File: src/rtl/ssp_pkg.sv
// ssp_pkg
// Shared definitions for the SSP transmit path.
//   SSP_DATA_WIDTH : serial word width, shared by the serializer and the
//                    transmit arbiter so both sides always agree.
//   arb_state_t    : transmit arbiter FSM encoding.
package ssp_pkg;

    localparam int SSP_DATA_WIDTH = 8;

    typedef enum logic {
        ARB_IDLE  = 1'b0,
        ARB_SERVE = 1'b1
    } arb_state_t;

endpackage

File: src/rtl/ssp_tx_fifo.sv
// ssp_tx_fifo
// Small synchronous FIFO that buffers words between the channel arbiter and
// the serializer. The occupancy is held in its own counter so that full and
// empty never depend on pointer comparison.
// Ports:
//   i_PCLK      clock, rising edge
//   i_CLEAR     asynchronous active-high reset; discards all contents
//   i_PUSH      write i_PUSH_DATA at the tail (ignored when full)
//   i_PUSH_DATA word to write
//   i_POP       drop the head entry (ignored when empty)
//   o_HEAD      current head entry, stable until the next pop
//   o_LEVEL     number of occupied entries
//   o_FULL      level equals DEPTH
//   o_EMPTY     level equals zero
module ssp_tx_fifo #(
    parameter int DATA_WIDTH = 8,
    parameter int DEPTH      = 4,
    localparam int PTR_W     = $clog2(DEPTH),
    localparam int LVL_W     = $clog2(DEPTH + 1)
) (
    input  logic                  i_PCLK,
    input  logic                  i_CLEAR,
    input  logic                  i_PUSH,
    input  logic [DATA_WIDTH-1:0] i_PUSH_DATA,
    input  logic                  i_POP,
    output logic [DATA_WIDTH-1:0] o_HEAD,
    output logic [LVL_W-1:0]      o_LEVEL,
    output logic                  o_FULL,
    output logic                  o_EMPTY
);

    logic [DATA_WIDTH-1:0] mem [DEPTH];
    logic [PTR_W-1:0]      wr_ptr;
    logic [PTR_W-1:0]      rd_ptr;
    logic [LVL_W-1:0]      level;
    logic                  do_push;
    logic                  do_pop;

    assign o_FULL  = (level == LVL_W'(DEPTH));
    assign o_EMPTY = (level == '0);
    assign do_push = i_PUSH & ~o_FULL;
    assign do_pop  = i_POP & ~o_EMPTY;
    assign o_HEAD  = mem[rd_ptr];
    assign o_LEVEL = level;

    // Storage array. Entries are cleared on reset so the head output reads
    // zero until real data has been written to that slot.
    always_ff @(posedge i_PCLK or posedge i_CLEAR) begin
        if (i_CLEAR) begin
            for (int i = 0; i < DEPTH; i++) begin
                mem[i] <= '0;
            end
        end else if (do_push) begin
            mem[wr_ptr] <= i_PUSH_DATA;
        end
    end

    // Pointers wrap naturally because DEPTH is a power of two. A push and a
    // pop in the same cycle move both pointers and leave the level alone.
    always_ff @(posedge i_PCLK or posedge i_CLEAR) begin
        if (i_CLEAR) begin
            wr_ptr <= '0;
            rd_ptr <= '0;
            level  <= '0;
        end else begin
            if (do_push) begin
                wr_ptr <= wr_ptr + 1'b1;
            end
            if (do_pop) begin
                rd_ptr <= rd_ptr + 1'b1;
            end
            case ({do_push, do_pop})
                2'b10:   level <= level + 1'b1;
                2'b01:   level <= level - 1'b1;
                default: level <= level;
            endcase
        end
    end

endmodule

File: src/rtl/ssp_tx_arbiter.sv
// ssp_tx_arbiter
// Transmit controller in front of the SSP serializer. Grants one channel at a
// time in round-robin order, accepts up to BURST_LEN contiguous words from the
// owner, buffers them in ssp_tx_fifo and hands the FIFO head to the
// serializer, popping one word per rising edge of the serializer request.
// Ports:
//   i_PCLK       clock, rising edge
//   i_CLEAR      asynchronous active-high reset
//   i_CH_EN      per-channel enable mask
//   i_CH_VALID   per-channel word-available flags
//   i_CH_DATA    channel k word in [k*DATA_WIDTH +: DATA_WIDTH]
//   o_CH_ACK     one-hot, word of that channel accepted this cycle
//   o_TXDATA     FIFO head to the serializer
//   o_TX_VALID   FIFO not empty
//   i_SER_REQ    serializer word request (held for two cycles)
//   o_FIFO_LEVEL occupied FIFO entries
//   o_BUSY       FIFO not empty or a channel currently owns the grant
//   o_UNDERRUN   sticky: a request arrived while the FIFO was empty
module ssp_tx_arbiter
    import ssp_pkg::*;
#(
    parameter int DATA_WIDTH = SSP_DATA_WIDTH,
    parameter int NUM_CH     = 4,
    parameter int FIFO_DEPTH = 4,
    parameter int BURST_LEN  = 2,
    localparam int LVL_W     = $clog2(FIFO_DEPTH + 1)
) (
    input  logic                         i_PCLK,
    input  logic                         i_CLEAR,
    input  logic [NUM_CH-1:0]            i_CH_EN,
    input  logic [NUM_CH-1:0]            i_CH_VALID,
    input  logic [NUM_CH*DATA_WIDTH-1:0] i_CH_DATA,
    output logic [NUM_CH-1:0]            o_CH_ACK,
    output logic [DATA_WIDTH-1:0]        o_TXDATA,
    output logic                         o_TX_VALID,
    input  logic                         i_SER_REQ,
    output logic [LVL_W-1:0]             o_FIFO_LEVEL,
    output logic                         o_BUSY,
    output logic                         o_UNDERRUN
);

    localparam int CH_W = $clog2(NUM_CH);
    localparam int BC_W = (BURST_LEN > 1) ? $clog2(BURST_LEN) : 1;

    arb_state_t            state;
    arb_state_t            state_nxt;
    logic [CH_W-1:0]       owner;
    logic [CH_W-1:0]       owner_nxt;
    logic [CH_W-1:0]       rr_ptr;
    logic [CH_W-1:0]       rr_ptr_nxt;
    logic [BC_W-1:0]       burst_cnt;
    logic [BC_W-1:0]       burst_cnt_nxt;
    logic [CH_W-1:0]       owner_wrap;
    logic [NUM_CH-1:0]     eligible;
    logic [CH_W-1:0]       winner;
    logic                  winner_found;
    logic [CH_W:0]         cand;
    logic                  push;
    logic [DATA_WIDTH-1:0] push_data;
    logic                  ser_req_q;
    logic                  pop_edge;
    logic                  fifo_full;
    logic                  fifo_empty;

    assign eligible   = i_CH_VALID & i_CH_EN;
    assign owner_wrap = (owner == CH_W'(NUM_CH - 1)) ? '0 : owner + 1'b1;
    assign push_data  = i_CH_DATA[int'(owner)*DATA_WIDTH +: DATA_WIDTH];

    // The serializer holds its request for two cycles, so only the rising
    // edge counts as a pop.
    assign pop_edge   = i_SER_REQ & ~ser_req_q;
    assign o_TX_VALID = ~fifo_empty;
    assign o_BUSY     = ~fifo_empty | (state != ARB_IDLE);

    ssp_tx_fifo #(
        .DATA_WIDTH (DATA_WIDTH),
        .DEPTH      (FIFO_DEPTH)
    ) u_fifo (
        .i_PCLK      (i_PCLK),
        .i_CLEAR     (i_CLEAR),
        .i_PUSH      (push),
        .i_PUSH_DATA (push_data),
        .i_POP       (pop_edge & ~fifo_empty),
        .o_HEAD      (o_TXDATA),
        .o_LEVEL     (o_FIFO_LEVEL),
        .o_FULL      (fifo_full),
        .o_EMPTY     (fifo_empty)
    );

    // Round-robin search: first eligible channel at or above rr_ptr, wrapping
    // modulo NUM_CH (which need not be a power of two).
    always_comb begin
        winner       = '0;
        winner_found = 1'b0;
        cand         = '0;
        for (int i = 0; i < NUM_CH; i++) begin
            cand = {1'b0, rr_ptr} + (CH_W+1)'(i);
            if (cand >= (CH_W+1)'(NUM_CH)) begin
                cand = cand - (CH_W+1)'(NUM_CH);
            end
            if (!winner_found && eligible[cand[CH_W-1:0]]) begin
                winner_found = 1'b1;
                winner       = cand[CH_W-1:0];
            end
        end
    end

    // Arbiter next-state logic. The ack is Mealy so a word moves in the same
    // cycle the owner presents it. Losing valid/enable takes priority over a
    // full FIFO so a vanished owner never blocks other channels.
    always_comb begin
        state_nxt     = state;
        owner_nxt     = owner;
        rr_ptr_nxt    = rr_ptr;
        burst_cnt_nxt = burst_cnt;
        o_CH_ACK      = '0;
        push          = 1'b0;
        case (state)
            ARB_IDLE: begin
                if (winner_found) begin
                    owner_nxt     = winner;
                    burst_cnt_nxt = '0;
                    state_nxt     = ARB_SERVE;
                end
            end
            ARB_SERVE: begin
                if (!(i_CH_EN[owner] && i_CH_VALID[owner])) begin
                    state_nxt  = ARB_IDLE;
                    rr_ptr_nxt = owner_wrap;
                end else if (!fifo_full) begin
                    push            = 1'b1;
                    o_CH_ACK[owner] = 1'b1;
                    burst_cnt_nxt   = burst_cnt + 1'b1;
                    if (burst_cnt == BC_W'(BURST_LEN - 1)) begin
                        state_nxt  = ARB_IDLE;
                        rr_ptr_nxt = owner_wrap;
                    end
                end
            end
        endcase
    end

    // Arbiter state, request edge history and the sticky underrun flag.
    always_ff @(posedge i_PCLK or posedge i_CLEAR) begin
        if (i_CLEAR) begin
            state      <= ARB_IDLE;
            owner      <= '0;
            rr_ptr     <= '0;
            burst_cnt  <= '0;
            ser_req_q  <= 1'b0;
            o_UNDERRUN <= 1'b0;
        end else begin
            state     <= state_nxt;
            owner     <= owner_nxt;
            rr_ptr    <= rr_ptr_nxt;
            burst_cnt <= burst_cnt_nxt;
            ser_req_q <= i_SER_REQ;
            if (pop_edge && fifo_empty) begin
                o_UNDERRUN <= 1'b1;
            end
        end
    end

endmodule

File: config.mk
export PLATFORM = sky130hd
export DESIGN_NAME = ssp_tx_arbiter
export DESIGN_NICKNAME = d
export VERILOG_FILES = /design/src/rtl/ssp_pkg.sv /design/src/rtl/ssp_tx_fifo.sv /design/src/rtl/ssp_tx_arbiter.sv
export SDC_FILE = /design/constraint.sdc
export NUM_CORES = 1
export LEC_CHECK = 0
export ABC_AREA = 1
export BUFFER_PORTS_ARGS = -buffer_cell sky130_fd_sc_hd__buf_4
export CAP_MARGIN = 20
export CORE_ASPECT_RATIO = 2
export CORE_MARGIN = 1.5
export CORE_UTILIZATION = 50
export CTS_CLUSTER_SIZE = 40
export DETAILED_ROUTE_END_ITERATION = 10
export HOLD_SLACK_MARGIN = 0.03
export PLACE_DENSITY = 0.81
export SETUP_SLACK_MARGIN = 0.02
export SYNTH_ARGS = -nofsm -noshare
export SYNTH_HDL_FRONTEND = slang
export SYNTH_SLANG_ARGS = --single-unit
export TNS_END_PERCENT = 1
File: constraint.sdc
create_clock -name i_PCLK -period 2.1 [get_ports i_PCLK]
set_input_delay 0.21 -clock i_PCLK [delete_from_list [all_inputs] [get_ports i_PCLK]]
set_output_delay 0.21 -clock i_PCLK [all_outputs]
set_load 0.02 [all_outputs]
After elaboration in Yosys (flattened, before gate mapping)
Cells that the tools add are included.
W data, S select, Z words.

word-level totals
  flip-flop bits (word level) = 47
  bits in latches = 0
  RAM bits = 0
  memory bits (read-only) = 0
  input port bits = 43
  output and inout bits = 18
  logic and storage cells = 128
  memories kept = 0

operators by class
  add/sub/neg operators = 13
  multiply operators = 0
  divide/modulo/power cells = 0
  order comparisons = 13
  equality and inequality tests = 9
  shift operators = 1
  muxes and demuxes = 52
  bitwise gates (word level) = 12
  reduce and logical (&&, ||, !) cells = 15

operator list
  operator               number
  $bwmux W32             1
  $shiftx A32 B6 Y8      1
  $mux W2                12
  $mux W8                3
  $mux W1                21
  $bmux W8 S2            1
  $demux W8 S2           1
  $ge A3 B3 Y1 const B   5
  $lt A2 B3 Y1 const B   5
  $bmux W1 S2            6
  $mux W4                3
  $ne A2 B2 Y1 const B   4
  $sub A2 B1 Y2 const B  4
  $logic_and A1 B1 Y1    7
  $add A2 B1 Y2 const B  3
  $add A2 B2 Y3 const B  2
  $not A2 Y3             2
  $pmux W3 S2            1
  $reduce_and A3 Y1      2
  $and A1 B1 Y1          4
  $and A4 B4 Y4          1
  $eq A2 B2 Y1 const B   2
  $not A1 Y1             4
  $pmux W1 S2            2
  other kinds (16)       18

Depth between registers and ports, before layout
  depth in word-level cells = 16
  mapped depth = 12
  mapped depth without buffers = 11

By module
From an unflattened synthesis, not the netlist that was laid out.

unflattened totals
  cells, all modules = 418
  area total of the unflattened synthesis = 3006.6 µm²

by module, submodules not included
  module          times used  cells an instance  area each (µm²)  seq. area each (µm²)
  ssp_tx_fifo     1           252                2035.7           975.9
  ssp_tx_arbiter  1           166                970.9            200.2

Least setup slack after synthesis
OpenSTA, ideal clock, no wires.

  path kind = flip-flop to flip-flop
  start = reg u_fifo.level[0] (netlist: u_fifo.o_LEVEL[0])
  end = reg u_fifo.level[2] (netlist: u_fifo.o_LEVEL[2])
  setup time = 131 ps
  arrival = 2096 ps
  data required time = 1969 ps
  slack = -126 ps
  cell stages (with the launch flop) = 10
  path buffers = 0
  period minus slack after synthesis = 2226 ps
  cell sequence = dfrtp_1 -> nor3_1 -> inv_1 -> nand3_1 -> inv_1 -> ha_1 -> fa_1 -> a21oi_1 -> o21ai_0 -> xor2_1

on the way
  elaborated cells between the ends (all ways) = 16
  classes of those cells = add/sub (2); eq/ne (3); mux (4); bitwise (5); reduce/logical (2)

RTL lines
  item                                               line                  RTL
  from (decl)                                        ssp_tx_fifo.sv:35     logic [LVL_W-1:0] level;
  from (signal assigned)                             ssp_tx_fifo.sv:73     2'b10: level <= level + 1'b1;
  from (signal assigned)                             ssp_tx_fifo.sv:74     2'b01: level <= level - 1'b1;
  from (signal assigned)                             ssp_tx_fifo.sv:75     default: level <= level;
  $logic_not A3 Y1 *                                 ssp_tx_fifo.sv:40     assign o_EMPTY = (level == '0);
  $not A1 Y1 *                                       --
  named net o_TX_VALID                               ssp_tx_arbiter.sv:35  output logic o_TX_VALID,
  $and A1 B1 Y1                                      ssp_tx_arbiter.sv:83  .i_POP (pop_edge & ~fifo_empty),
  $and A1 B1 Y1 *                                    ssp_tx_fifo.sv:42     assign do_pop = i_POP & ~o_EMPTY;
  named net u_fifo.do_pop                            ssp_tx_fifo.sv:37     logic do_pop;
  $eq A2 B1 Y1 or $eq A2 B2 Y1 (tied branches)       ssp_tx_fifo.sv:72     case ({do_push, do_pop})
  $pmux W3 S2 or $reduce_bool A2 Y1 (tied branches)  --

The timed path passes the listed nets; every way through them passes the cells marked *.
A chain may end at the register's enable or synchronous reset.

Worst setup path in the final report
  start = reg u_fifo.level[2] (netlist: u_fifo.o_LEVEL[2])
  end = reg u_fifo.level[2] (netlist: u_fifo.o_LEVEL[2])

on the way
  elaborated cells between the ends (all ways) = 16
  classes of those cells = add/sub (2); eq/ne (3); mux (4); bitwise (5); reduce/logical (2)

RTL lines
  item                                               line
  $logic_not A3 Y1 *                                 ssp_tx_fifo.sv:40
  $not A1 Y1 *                                       ssp_tx_fifo.sv:42, ssp_tx_arbiter.sv:83
  $and A1 B1 Y1                                      ssp_tx_arbiter.sv:83
  $and A1 B1 Y1 *                                    ssp_tx_fifo.sv:42
  named net u_fifo.do_pop                            ssp_tx_fifo.sv:37
  $eq A2 B1 Y1 or $eq A2 B2 Y1 (tied branches)       ssp_tx_fifo.sv:72
  $pmux W3 S2 or $reduce_bool A2 Y1 (tied branches)  --

Marks and branches as above.

==> results.json <==
{
  "grt_max_degree": 44,
  "max_slew_margin_pct": 53.7,
  "diodes": 0,
  "dieArea_sq_mm": 0.00630,
  "synthCells": 390,
  "r2r_cells": 9,
  "place_area_sq_mm": 0.00340,
  "ant_nets": 0,
  "crit_fanout": 3,
  "crit_path_cell_trace": "nor3_4, inv_1, nand3_1, inv_1, ha_2, fa_1, a21oi_1, o21ai_1, xor2_1",
  "max_stage_delay_ps": 430,
  "drtIter0Drc": 107,
  "core_area_sq_mm": 0.00566,
  "grt_pass1_vias": 2751,
  "r2r-start": "u_fifo.o_LEVEL[2]",
  "hp-class": "input port to flip-flop",
  "area_growth_pct": 23.3,
  "clkTransAtPathRegs_ps": 60,
  "ys_seq_elements": 47,
  "cts_num_sinks": 47,
  "power_density_mw_per_mm2": 1640,
  "drtPass1Iterations": 4,
  "status": "completed",
  "worst_pin_slew_ps": 691,
  "hold_path_depth": 1,
  "ys_warn_count": 0,
  "design_area_sq_mm": 0.00358,
  "hold_end": "ser_req_q",
  "wl_per_cell_um": 15.2,
  "reg2reg_slack_ps": 90,
  "ys_seq_area_share_pct": 40.5,
  "synth_area_leaders": "dfrtp_1 40%, nand2_1 15%, o21ai_0 6.2%, o21ai_1 5.7%, nor2_1 5.4%",
  "nets": 506,
  "cpMostUsedCell": "inv_1",
  "die_w_um": 56.9,
  "syn_area_per_cell_sq_um": 7.45,
  "worstPathArrival_ps": 2170,
  "grt_overflow": 0,
  "synth.net_count": 443,
  "min_period_over_period_pct": 95.5,
  "synth_area_sq_mm": 0.00291,
  "setup_viol": 0,
  "hpwl_mm": 5.89,
  "grt_pass1_wl_mm": 13.0,
  "leakagePower_uw": 0.00181,
  "gp_congestion": 0.835,
  "cp.required_ps": 2270,
  "antenna_found_initial": 0,
  "fmax_mhz": 499,
  "rsz0062_at_grt": "yes",
  "r2r_end": "u_fifo.o_LEVEL[2]",
  "cap_violations": 0,
  "ys_types": 31,
  "clock_path_buffers": 2,
  "layout_common_cells": "116 x nand2_1, 68 x buf_4, 44 x dfrtp_1",
  "yosys.area.top_type_share_pct": 40.5,
  "worst_ir_drop_vdd_uv": 1140,
  "boundaryPins": 61,
  "io_buffer_count": 60,
  "via_per_inst": 5.52,
  "cp-end-kind": "flip-flop",
  "worst_setup_path_start_kind": "flip-flop",
  "grt_use_total_pct": 25.9,
  "clock_latency_ps": 280,
  "start_util_pct": 51.3,
  "path_class": "flip-flop to flip-flop",
  "cpMaxStageDelayCell": "dfrtp_2",
  "synth_top_cell_by_area": "dfrtp_1",
  "drc": 0,
  "final_layout_size_suffix_gt1_share_pct": 23.3,
  "fin_crit_ps": 2010,
  "wl_mm": 7.84,
  "cts_buffers": 5,
  "die_h_um": 111,
  "finalHoldViolCount": 0,
  "htree_levels": 2,
  "cts_tree": "done",
  "finalMaxSlewViolations": 0,
  "via_count": 2845,
  "num_rows": 39,
  "clockRootBuffer": "clkbuf_16",
  "skew_ps": 2.05,
  "layout_commonest_cell": "nand2_1",
  "hold_ws_ps": 56.9,
  "holdCritStartpoint": "i_SER_REQ"
}
==> cell type report <==
class	instances	area, sq um
flip-flops and latches	47	1180
fillers	495	2080
repair buffers	71	561
well taps	61	76.3
clock buffers	6	129
clock inverters	2	12.5
inverters	27	101
multi-input cells	301	1520
==> worst max-delay path: cells and delay by family (launching register included) <==
| family | cells | cell delay, ps |
|---|---|---|
| buffers and inverters | 2 | 160 |
| AND/OR/NAND/NOR | 2 | 320 |
| adder cells (fa/ha/maj) | 2 | 580 |
| XOR/XNOR | 1 | 150 |
| flip-flops | 1 | 430 |
| AO/OA/AOI/OAI | 2 | 240 |
==> power breakdown <==
group	internal (uW)	switching [uW]	leakage [uW]	total (uW)
Sequential	1320	330	0.000581	1650
Clock	439	332	0.0000669	771
Combinational	1250	2220	0.00117	3470
Total	3000	2890	0.00181	5890
==> state kept, by name (all words and copies together), names as in the netlist <==
signal          count
burst_cnt           1
o_UNDERRUN          1
owner               2
rr_ptr              2
ser_req_q           1
state               1
u_fifo.mem         32
u_fifo.o_LEVEL      3
u_fifo.rd_ptr       2
u_fifo.wr_ptr       2
==> synthesized netlist by cell type <==
cell type,count
nand3_2,2
a21oi_1,2
nand4_2,1
nand3b_1,1
xnor2_1,1
inv_1,21
fa_1,1
clkbuf_2,1
o22ai_1,16
mux2_2,1
xor2_1,3
nor2_4,4
a21boi_0,1
nand2_8,1
nand4_1,2
o21ai_0,36
dfrtp_1,47
inv_2,6
nand2_1,116
nand3_1,19
nand2_2,6
buf_4,3
clkbuf_1,2
nor2_2,1
a31o_2,1
ha_1,9
buf_6,6
nor2_1,42
nor3_1,2
o21ai_1,33
buf_2,3
==> stage by stage <==
stage | util (%) | instances | TNS (ps) | total power (uW) | setup slack, ps
2_1_floorplan | - | 390 | 0 | 4090 | 15.5
3_3_place_gp | 60.0 | 504 | 0 | 4930 | 144
3_5_place_dp | 60.0 | 504 | 0 | 5040 | 34.9
4_1_cts | 62.8 | 513 | 0 | 5820 | 25.4
5_1_grt | 63.3 | 515 | -0.152 | 6380 | -0.152
6_report | 63.3 | 515 | 0 | 5890 | 94.9
==> repair_timing <==
action                                  CTS  global route
hold buffers                              1             0
endpoints found under the hold margin    17             0
gates resized for setup                   1             4
cloned                                    0             0
endpoints found under the setup margin    4             6
setup buffers                             0             2
pin swaps                                 0             2
==> metal layers <==
metal / vias up / share of wire (%) / track usage [%]
met5: - / 0 / 0
met4: 0 / 3.1 / 12.4
met3: 17 / 4.1 / 2.45
met2: 98 / 54 / 45.1
met1: 1322 / 39 / 31.0
li1: 1408 / - / -
==> cells by family (layout without fill, tap and decap cells) <==
kind of cell	after synthesis	in the layout	share of synthesized area (%)
simple gates	197	197	29.6
flops	47	47	40.5
buf+inv	42	106	7.54
mux	1	1	0.388
xor+xnor	4	4	1.21
compound gates	89	89	16.2
fa+ha+maj	10	10	4.57
==> worst max-delay path by stage <==
stage / start / end / slack [ps] / depth (start not counted)
after floorplan: u_fifo.o_LEVEL[2] / u_fifo.o_LEVEL[2] / 20 / 10
after CTS: u_fifo.o_LEVEL[0] / u_fifo.o_LEVEL[2] / 30 / 9
after detailed placement: u_fifo.o_LEVEL[0] / u_fifo.o_LEVEL[2] / 30 / 9
after global routing: u_fifo.o_LEVEL[2] / u_fifo.o_LEVEL[2] / -0.2 / 9
final: u_fifo.o_LEVEL[2] / u_fifo.o_LEVEL[2] / 90 / 9
after global placement: u_fifo.o_LEVEL[0] / u_fifo.o_LEVEL[2] / 140 / 9
(Power assumes the default switching activity.)
